===== config.mk =====
export PLATFORM = sky130hd
export DESIGN_NAME = sha256_mem_host
export DESIGN_NICKNAME = d
export VERILOG_FILES = /design/src/rtl/sha_host_pkg.sv /design/src/rtl/sha_word_ram.sv /design/src/rtl/sha256_mem_host.sv
export SDC_FILE = /design/constraint.sdc
export NUM_CORES = 2
export LEC_CHECK = 0
export CAP_MARGIN = 20
export CORE_MARGIN = 1.5
export CORE_UTILIZATION = 50
export CTS_CLUSTER_SIZE = 24
export DETAILED_ROUTE_END_ITERATION = 7
export MAX_ROUTING_LAYER = met4
export PLACE_DENSITY = 0.66
export SYNTH_ARGS = -nofsm -noshare
export SYNTH_HDL_FRONTEND = slang
export SYNTH_SLANG_ARGS = --single-unit

===== constraint.sdc =====
create_clock -name clk -period 8.8 [get_ports clk]
set_input_delay 1.76 -clock clk [delete_from_list [all_inputs] [get_ports clk]]
set_output_delay 1.76 -clock clk [all_outputs]
set_load 0.02 [all_outputs]

===== src/rtl/sha_host_pkg.sv =====
// Shared types and constants for the SHA-256 host-side memory block.
package sha_host_pkg;

  typedef enum logic [2:0] {
    S_IDLE,
    S_LOAD,
    S_START,
    S_RUN,
    S_DRAIN,
    S_RECOV
  } state_t;

  localparam int MSG_WORDS    = 20;
  localparam int DIGEST_WORDS = 8;

  typedef logic [31:0] word_t;

  function automatic logic in_range(input logic [15:0] addr, input int unsigned depth);
    return 32'(addr) < depth;
  endfunction

endpackage


===== src/rtl/sha_word_ram.sv =====
// Word RAM: one write port, two registered read ports with 1-cycle latency.
// A read port with its enable low returns zero, which covers out-of-range reads.
module sha_word_ram
  import sha_host_pkg::*;
#(
  parameter int DEPTH = 64,
  parameter int AW    = 6
) (
  input  logic          clk,
  input  logic          reset_n,
  input  logic          we,
  input  logic [AW-1:0] waddr,
  input  word_t         wdata,
  input  logic          ra_en,
  input  logic [AW-1:0] ra_addr,
  output word_t         ra_data,
  input  logic          rb_en,
  input  logic [AW-1:0] rb_addr,
  output word_t         rb_data
);

  word_t mem [DEPTH];

  always_ff @(posedge clk) begin
    if (we) mem[waddr] <= wdata;
  end

  always_ff @(posedge clk or negedge reset_n) begin
    if (!reset_n) begin
      ra_data <= '0;
      rb_data <= '0;
    end else begin
      ra_data <= ra_en ? mem[ra_addr] : '0;
      rb_data <= rb_en ? mem[rb_addr] : '0;
    end
  end

endmodule


===== src/rtl/sha256_mem_host.sv =====
// Host-side memory owner and job sequencer for the SHA-256 hasher core.
// Optional RUN watchdog enabled by defining SHA_HOST_TIMEOUT_EN.
module sha256_mem_host
  import sha_host_pkg::*;
#(
  parameter int DEPTH          = 64,
  parameter int MSG_WORDS      = sha_host_pkg::MSG_WORDS,
  parameter int DIGEST_WORDS   = sha_host_pkg::DIGEST_WORDS,
  parameter int TIMEOUT_CYCLES = 4096
) (
  input  logic        clk,
  input  logic        reset_n,
  input  logic [15:0] msg_base,
  input  logic [15:0] out_base,
  input  logic        in_valid,
  output logic        in_ready,
  input  logic [31:0] in_data,
  output logic        out_valid,
  input  logic        out_ready,
  output logic [31:0] out_data,
  output logic        busy,
  output logic        err,
  output logic        start,
  input  logic        done,
  output logic        core_reset_n,
  output logic [15:0] message_addr,
  output logic [15:0] output_addr,
  input  logic        mem_we,
  input  logic [15:0] mem_addr,
  input  logic [31:0] mem_write_data,
  output logic [31:0] mem_read_data
);

  localparam int AW = (DEPTH > 1) ? $clog2(DEPTH) : 1;

  state_t      state;
  logic [7:0]  count;
  logic        rd_wait;

  logic        host_acc;
  logic        hash_wr;
  logic        wr_req;
  logic        wr_ok;
  logic        drain_rd;
  logic        range_fault;
  logic [15:0] host_addr;
  logic [15:0] drain_addr;
  logic [15:0] wr_addr;
  word_t       wr_data;
  word_t       rb_data;

`ifdef SHA_HOST_TIMEOUT_EN
  localparam int TW = $clog2(TIMEOUT_CYCLES + 1);
  logic [TW-1:0] tmo_cnt;
`endif

  // Host and hasher writes never overlap in time, so one write port suffices.
  always_comb begin
    host_acc    = in_valid && in_ready;
    host_addr   = (state == S_IDLE) ? msg_base : message_addr + 16'(count);
    drain_addr  = output_addr + 16'(count);
    hash_wr     = mem_we && (state == S_RUN);
    wr_req      = hash_wr || host_acc;
    wr_addr     = hash_wr ? mem_addr : host_addr;
    wr_data     = hash_wr ? mem_write_data : in_data;
    wr_ok       = wr_req && in_range(wr_addr, DEPTH);
    drain_rd    = (state == S_DRAIN);
    range_fault = !in_range(mem_addr, DEPTH)
                  || (wr_req && !in_range(wr_addr, DEPTH))
                  || (drain_rd && !in_range(drain_addr, DEPTH));
  end

  sha_word_ram #(
    .DEPTH (DEPTH),
    .AW    (AW)
  ) u_ram (
    .clk     (clk),
    .reset_n (reset_n),
    .we      (wr_ok),
    .waddr   (wr_addr[AW-1:0]),
    .wdata   (wr_data),
    .ra_en   (in_range(mem_addr, DEPTH)),
    .ra_addr (mem_addr[AW-1:0]),
    .ra_data (mem_read_data),
    .rb_en   (drain_rd && in_range(drain_addr, DEPTH)),
    .rb_addr (drain_addr[AW-1:0]),
    .rb_data (rb_data)
  );

  always_ff @(posedge clk or negedge reset_n) begin
    if (!reset_n) begin
      state        <= S_IDLE;
      count        <= '0;
      rd_wait      <= 1'b0;
      in_ready     <= 1'b0;
      out_valid    <= 1'b0;
      out_data     <= '0;
      busy         <= 1'b0;
      err          <= 1'b0;
      start        <= 1'b0;
      core_reset_n <= 1'b0;
      message_addr <= '0;
      output_addr  <= '0;
`ifdef SHA_HOST_TIMEOUT_EN
      tmo_cnt      <= '0;
`endif
    end else begin
      core_reset_n <= 1'b1;
      start        <= 1'b0;
      if (range_fault) err <= 1'b1;
      case (state)
        S_IDLE: begin
          in_ready <= 1'b1;
          if (host_acc) begin
            message_addr <= msg_base;
            output_addr  <= out_base;
            count        <= 8'd1;
            busy         <= 1'b1;
            state        <= S_LOAD;
          end
        end
        S_LOAD: begin
          if (host_acc) begin
            if (count == 8'(MSG_WORDS - 1)) begin
              count    <= '0;
              in_ready <= 1'b0;
              start    <= 1'b1;
              state    <= S_START;
            end else begin
              count <= count + 8'd1;
            end
          end
        end
        S_START: begin
          state <= S_RUN;
`ifdef SHA_HOST_TIMEOUT_EN
          tmo_cnt <= '0;
`endif
        end
        S_RUN: begin
          if (done) begin
            count   <= '0;
            rd_wait <= 1'b1;
            state   <= S_DRAIN;
          end
`ifdef SHA_HOST_TIMEOUT_EN
          else if (tmo_cnt == TW'(TIMEOUT_CYCLES - 1)) begin
            err          <= 1'b1;
            core_reset_n <= 1'b0;
            state        <= S_RECOV;
          end else begin
            tmo_cnt <= tmo_cnt + 1'b1;
          end
`endif
        end
        // rd_wait covers the RAM's registered read before out_data can load.
        S_DRAIN: begin
          if (out_valid) begin
            if (out_ready) begin
              out_valid <= 1'b0;
              if (count == 8'(DIGEST_WORDS - 1)) begin
                count        <= '0;
                core_reset_n <= 1'b0;
                state        <= S_RECOV;
              end else begin
                count   <= count + 8'd1;
                rd_wait <= 1'b1;
              end
            end
          end else if (rd_wait) begin
            rd_wait <= 1'b0;
          end else begin
            out_data  <= rb_data;
            out_valid <= 1'b1;
          end
        end
        S_RECOV: begin
          busy     <= 1'b0;
          in_ready <= 1'b1;
          state    <= S_IDLE;
        end
        default: state <= S_IDLE;
      endcase
    end
  end

endmodule

* Yosys cells after proc, flatten, opt, wreduce, memory -nomap -nowiden
Memory sizes are Yosys's and may differ from the RTL's.
Index checks and enable logic that the tools add are counted.
W data, S select, Z words.
** Word-level totals
- Memories :: 1
- Logic and storage cells :: 107
- Output and inout bits :: 102
- RAM bits :: 2048
- Bits in registers :: 146
- Input port bits :: 118
** Cells by class
- $add $sub $neg :: 3
- Reduce and logical (&&, ||, !) cells :: 25
- Bitwise logic cells :: 2
- Eq/ne operators :: 16
- Muxes and demuxes :: 43
- Order comparisons :: 3
** Memory list
- u_ram.mem :: words 64, bits a word 32, rd ports 2, clocked after Yosys merged registers in 0, wr ports 1, line sha_word_ram.sv:22 : word_t mem [DEPTH];
** Operators by type and width (number)
- $mux W32 :: 3
- $mux W8 :: 7
- $lt A16 B7 Y1 const B :: 3
- $add A16 B8 Y16 :: 2
- $mux W16 :: 2
- $pmux W8 S4 :: 1
- $mux W3 :: 7
- $mux W1 :: 19
- $pmux W3 S5 :: 1
- $ne A2 B2 Y1 const B :: 6
- $add A8 B1 Y8 const B :: 1
- $eq A8 B3 Y1 const B :: 1
- $eq A8 B5 Y1 const B :: 1
- $reduce_and A7 Y1 :: 1
- $eq A3 B2 Y1 const B :: 2
- $eq A3 B3 Y1 const B :: 2
- $logic_and A1 B1 Y1 :: 6
- $ne A3 B3 Y1 const B :: 2
- $pmux W1 S2 :: 3
- $reduce_and A3 Y1 :: 2
- $reduce_and A6 Y1 :: 1
- $reduce_bool A2 Y1 :: 3
- $reduce_and A2 Y1 :: 2
- $reduce_and A4 Y1 :: 1
- other kinds (8) :: 13

* Longest topological paths before layout
- Word-level depth :: 8
- Mapped depth :: 12
- Depth with buffers taken out :: 10

* By module
Synthesis repeated with hierarchy kept, for this count alone.
** Second synthesis, totals
- Cell total of the unflattened synthesis :: 5133
- Area total of the unflattened synthesis :: 101899.0 um^2
** By module, submodules not included
- sha_word_ram :: seq. area each 63100.5 um^2, instances 1, cells each 4646, area an instance 96901.7 um^2
- sha256_mem_host :: seq. area each 2052.0 um^2, instances 1, cells each 487, area an instance 4997.3 um^2

* Least setup slack after synthesis
No wires, ideal clock.
- Path type :: input-to-reg
- Start point :: in mem_addr[1]
- End point :: mem u_ram.mem[23][0] (netlist name) (enable)
- Path buffers :: 3
- Data required time :: 8.287 ns
- Arrival :: 6.508 ns
- Library setup time :: 0.513 ns
- Path slack :: 1.779 ns
- Stages :: 7
- Path through :: clkbuf_1 -> clkbuf_1 -> clkbuf_1 -> mux2_2 -> nand2_1 -> nor2_1 -> nor4b_1
** On the way
- Word-level cells in the longest chain between the ends :: 5
** RTL lines
- start: declaration :: line sha256_mem_host.sv:29 : input logic [15:0] mem_addr,
- $mux W16 * :: line sha256_mem_host.sv:64 : wr_addr = hash_wr ? mem_addr : host_addr;
- $lt A16 B7 Y1 :: line sha_host_pkg.sv:19 : return 32'(addr) < depth;
- $logic_and A1 B1 Y1 :: line sha256_mem_host.sv:66 : wr_ok = wr_req && in_range(wr_addr, DEPTH);
- $mux W1 :: line sha_word_ram.sv:25 : if (we) mem[waddr] <= wdata;
- $mux W1 (implied by the code) :: line sha_word_ram.sv:25
- end: declaration :: line sha_word_ram.sv:22
Mark *: on every way between the ends. The rest lies on a longest branch, timed or not.

* Worst setup path after layout
- Start point :: in mem_we
- End point :: mem u_ram.mem[24][21] (netlist name) (enable)
** On the way
- Word-level cells in the longest chain between the ends :: 6
- Elaborated cells on any way between the ends :: 7
- Classes of those cells :: order compare: 1; mux: 3; reduce/logical: 3
** RTL lines
- start: declaration :: line sha256_mem_host.sv:28 : input logic mem_we,
- $logic_and A1 B1 Y1 * :: line sha256_mem_host.sv:62 : hash_wr = mem_we && (state == S_RUN);
- $mux W16 :: line sha256_mem_host.sv:64
- $lt A16 B7 Y1 :: line sha_host_pkg.sv:19
- $logic_and A1 B1 Y1 :: line sha256_mem_host.sv:66
- $mux W1 :: line sha_word_ram.sv:25
- $mux W1 (implied by the code) :: line sha_word_ram.sv:25
Marks and branches as above.

==> impl_results.md <==
* Outcome: finished clean
* Post-Synthesis Cells at 4565
* GRT Overall Usage at 30.6%
* Crit path DAT at 6.31 ns
* Die X at 453 µm
* Fin. Hold Viols at 0
* Row count at 164
* Min-delay src: u_ram.rb_data[6]
* Flop and latch count out of synthesis at 2194
* Yosys cell types at 63
* Most frequent cells in the layout: edfxtp_1 (2048), mux4_2 (1312), clkbuf_16 (229)
* Power density over cell area at 345 mW/mm²
* Max clock buf depth at 3
* Fraction of registers with async set/reset at 6.65%
* Core footprint at 0.200 mm²
* CTS buffer count at 225
* CP Class: input port to flip-flop
* Setup-failing EPs final at 0
* WHS at 0.474 ns
* Slowest cell on the critical path: nor4_2
* Min cycle time layout at 5.81 ns
* R2R setup slack at 3.26 ns
* Critical-path cell list: clkdlybuf4s50_1 > and3_2 > nand2b_1 > a21boi_0 > nor3b_1 > nand2_1 > nor4_2 > buf_4
* Setup repair bufs after CTS at 0
* Warnings, synthesis at 0
* Fin crit share at 66.0%
* Worst Tran Pin Value at 1.18 ns
* I/O pins at 220
* Total congestion overflow at 0
* Reg-to-Reg Start: state[0]
* Max_cap viols at 0
* DR iter-0 viols at 7369
* Fin Setup TNS at 0 ns
* Reg-to-reg endpoint: u_ram.mem[24][21]
* Post-synth EDFFs at 2048
* Mapped Area at 0.101 mm²
* Critical Path RT at 9.30 ns
* Commonest non-fill, non-tap cell in the layout: edfxtp_1
* DP HPWL at 182 mm
* Post-Route WL at 301 mm
* Hold Crit Endpoint: out_data[6]
* Number of nets in the layout at 4983
* Final GP Congestion at 0.913
* Wirelength per Cell at 38.9 µm
* Chip height at 453 µm
* Worst-skew pair later-pin latency at 0.88 ns
* RSZ-0062 raised after global routing: false
* Die Area at 0.205 mm²
* Number of buffers added on ports at 219
* First-pass GRT wire length at 423 mm
* Max IR drop VDD at 0.648 mV
* Hold/Removal Path Class: flip-flop to flip-flop
* Seq/Total Area, Yosys at 64.4%
* CP peak stage delay at 0.90 ns
* Layout area overhead at 13.4%
* Pre-CTS setup slack at 2.21 ns
* CTS sink cnt at 2194
* H-tree depth at 4
* Syn Nets at 4702
* Routed vias/inst at 7.01
* Slack of the critical path at 2.99 ns
* Startpoint types: input port
* Layout cells sized above 1 at 40.4%
* Antenna violations before repair at 13
* CTS tree: built
* Slew HR at 21.1%
* Reg clk slew, reported paths at 0.06 ns
* Fmax at 0.172 GHz
* Vias at 54156
* Setup crit end kind: flip-flop
* Routed Antenna Nets at 0
* Reg2Reg Depth at 8
* Initial Utilization at 50.5%
* Max-slew violations at 0
* Hold Path Stages at 1
* # DRC at 0
* Hold_buf cts at 0
* Drt pass-1 iters at 7
* Ys flop type: edfxtp_1
* Largest net degree at the start of global routing at 129
* CTS resizes at 0
* Critical-path maximum fanout at 36
* Clock root cell: clkbuf_16
* Leakage at 0.0359 µW
* Vias in the first global route at 54553
* Clock Skews at 0.0370 ns
* Syn avg cell area at 22.1 µm²
## kinds of logic (layout without fill, tap and decap cells)
kind of cell	after synthesis	in the layout	synth area share, %
AO/OA/AOI/OAI	178	178	1.36
XOR/XNOR	8	8	0.0693
adder cells (fa/ha/maj)	19	19	0.250
buffers and inverters	362	839	1.53
flip-flops	2194	2194	64.4
multiplexers	1412	1412	30.3
other	0	23	0
AND/OR/NAND/NOR	392	392	2.06
## final cells by class
class / instances / area, µm²
Multi-Input combinational cell: 2009 / 35000
Inverter: 8 / 30.0
Clock buffer: 273 / 5930
Tap cell: 2656 / 3320
Fill cell: 14519 / 85700
Sequential cell: 2194 / 65200
Antenna cell: 23 / 57.6
Timing Repair Buffer: 408 / 3930
Clock inverter: 150 / 1240
## metrics by stage
| stage | total power [µW] | utilization [%] | area, µm² | cells |
|---|---|---|---|---|
| 6_report | 39600 | 57.2 | 115000 | 7721 |
| 5_1_grt | 40700 | 57.2 | 115000 | 7713 |
| 4_1_cts | 39800 | 57.2 | 115000 | 7698 |
| 3_5_place_dp | 30500 | 53.6 | 107000 | 7275 |
| 3_3_place_gp | 30500 | 53.6 | 107000 | 7275 |
| 2_1_floorplan | 24300 | - | 101000 | 4565 |
## where the power goes
part | internal [µW] | switching, µW | total (µW)
Clock | 5250 | 4090 | 9340
Sequential | 11500 | 153 | 11700
Combinational | 8500 | 10100 | 18600
## Yosys cell counts, types with 7 or more instances
cell type | number | area (µm²)
o21ai_0 | 34 | 170
nor3_1 | 10 | 50.1
dfrtp_1 | 146 | 3650
nand3_1 | 13 | 65.1
mux2i_1 | 35 | 350
a21oi_1 | 23 | 115
buf_1 | 52 | 195
mux4_2 | 1312 | 29500
a21o_1 | 8 | 60.1
edfxtp_1 | 2048 | 61500
buf_2 | 111 | 556
a31oi_1 | 7 | 43.8
nor2b_1 | 69 | 432
inv_1 | 8 | 30.0
nor4_1 | 39 | 244
a211oi_2 | 30 | 375
nor4b_1 | 33 | 289
ha_1 | 17 | 213
mux2_2 | 65 | 732
clkbuf_1 | 185 | 694
a211oi_1 | 40 | 300
and3_1 | 7 | 43.8
nand2_1 | 142 | 533
o211ai_1 | 9 | 67.6
nor2_1 | 41 | 154
## per-layer routing
metal	global-route usage (%)	part of all wire (%)	vias up
met1	40.6	37	29571
met5	-	0	-
li1	-	-	20890
met3	5.66	9.3	550
met2	47.3	49	3145
met4	12.6	4.6	0
## sequential cells by signal, summed over array words and instances, names as in the netlist
| register | flops |
|---|---|
| u_ram.mem | 2048 |
| out_data | 32 |
| u_ram.ra_data | 32 |
| u_ram.rb_data | 32 |
| message_addr | 16 |
| output_addr | 16 |
| count | 8 |
| state | 3 |
| busy | 1 |
| core_reset_n | 1 |
| err | 1 |
| in_ready | 1 |
| out_valid | 1 |
| rd_wait | 1 |
| start | 1 |
## how the worst max path moves through the flow
stage,startpoint,to,slack (ns),depth (start not counted)
2_1_floorplan,mem_addr[1],u_ram.mem[23][0],1.78,7
3_3_place_gp,mem_we,u_ram.mem[24][12],2.29,8
3_5_place_dp,mem_we,u_ram.mem[24][12],2.21,8
4_1_cts,mem_we,u_ram.mem[24][21],3.15,8
5_1_grt,mem_we,u_ram.mem[24][26],2.87,8
6_report,mem_we,u_ram.mem[24][21],2.99,8
## worst max-delay path: cells and delay by family
| kind | cells | cell delay (ns) |
|---|---|---|
| AO/OA/AOI/OAI | 1 | 0.67 |
| buffers and inverters | 2 | 1.15 |
| AND/OR/NAND/NOR | 5 | 2.63 |
No activity file was read; power rests on OpenSTA's default activity.
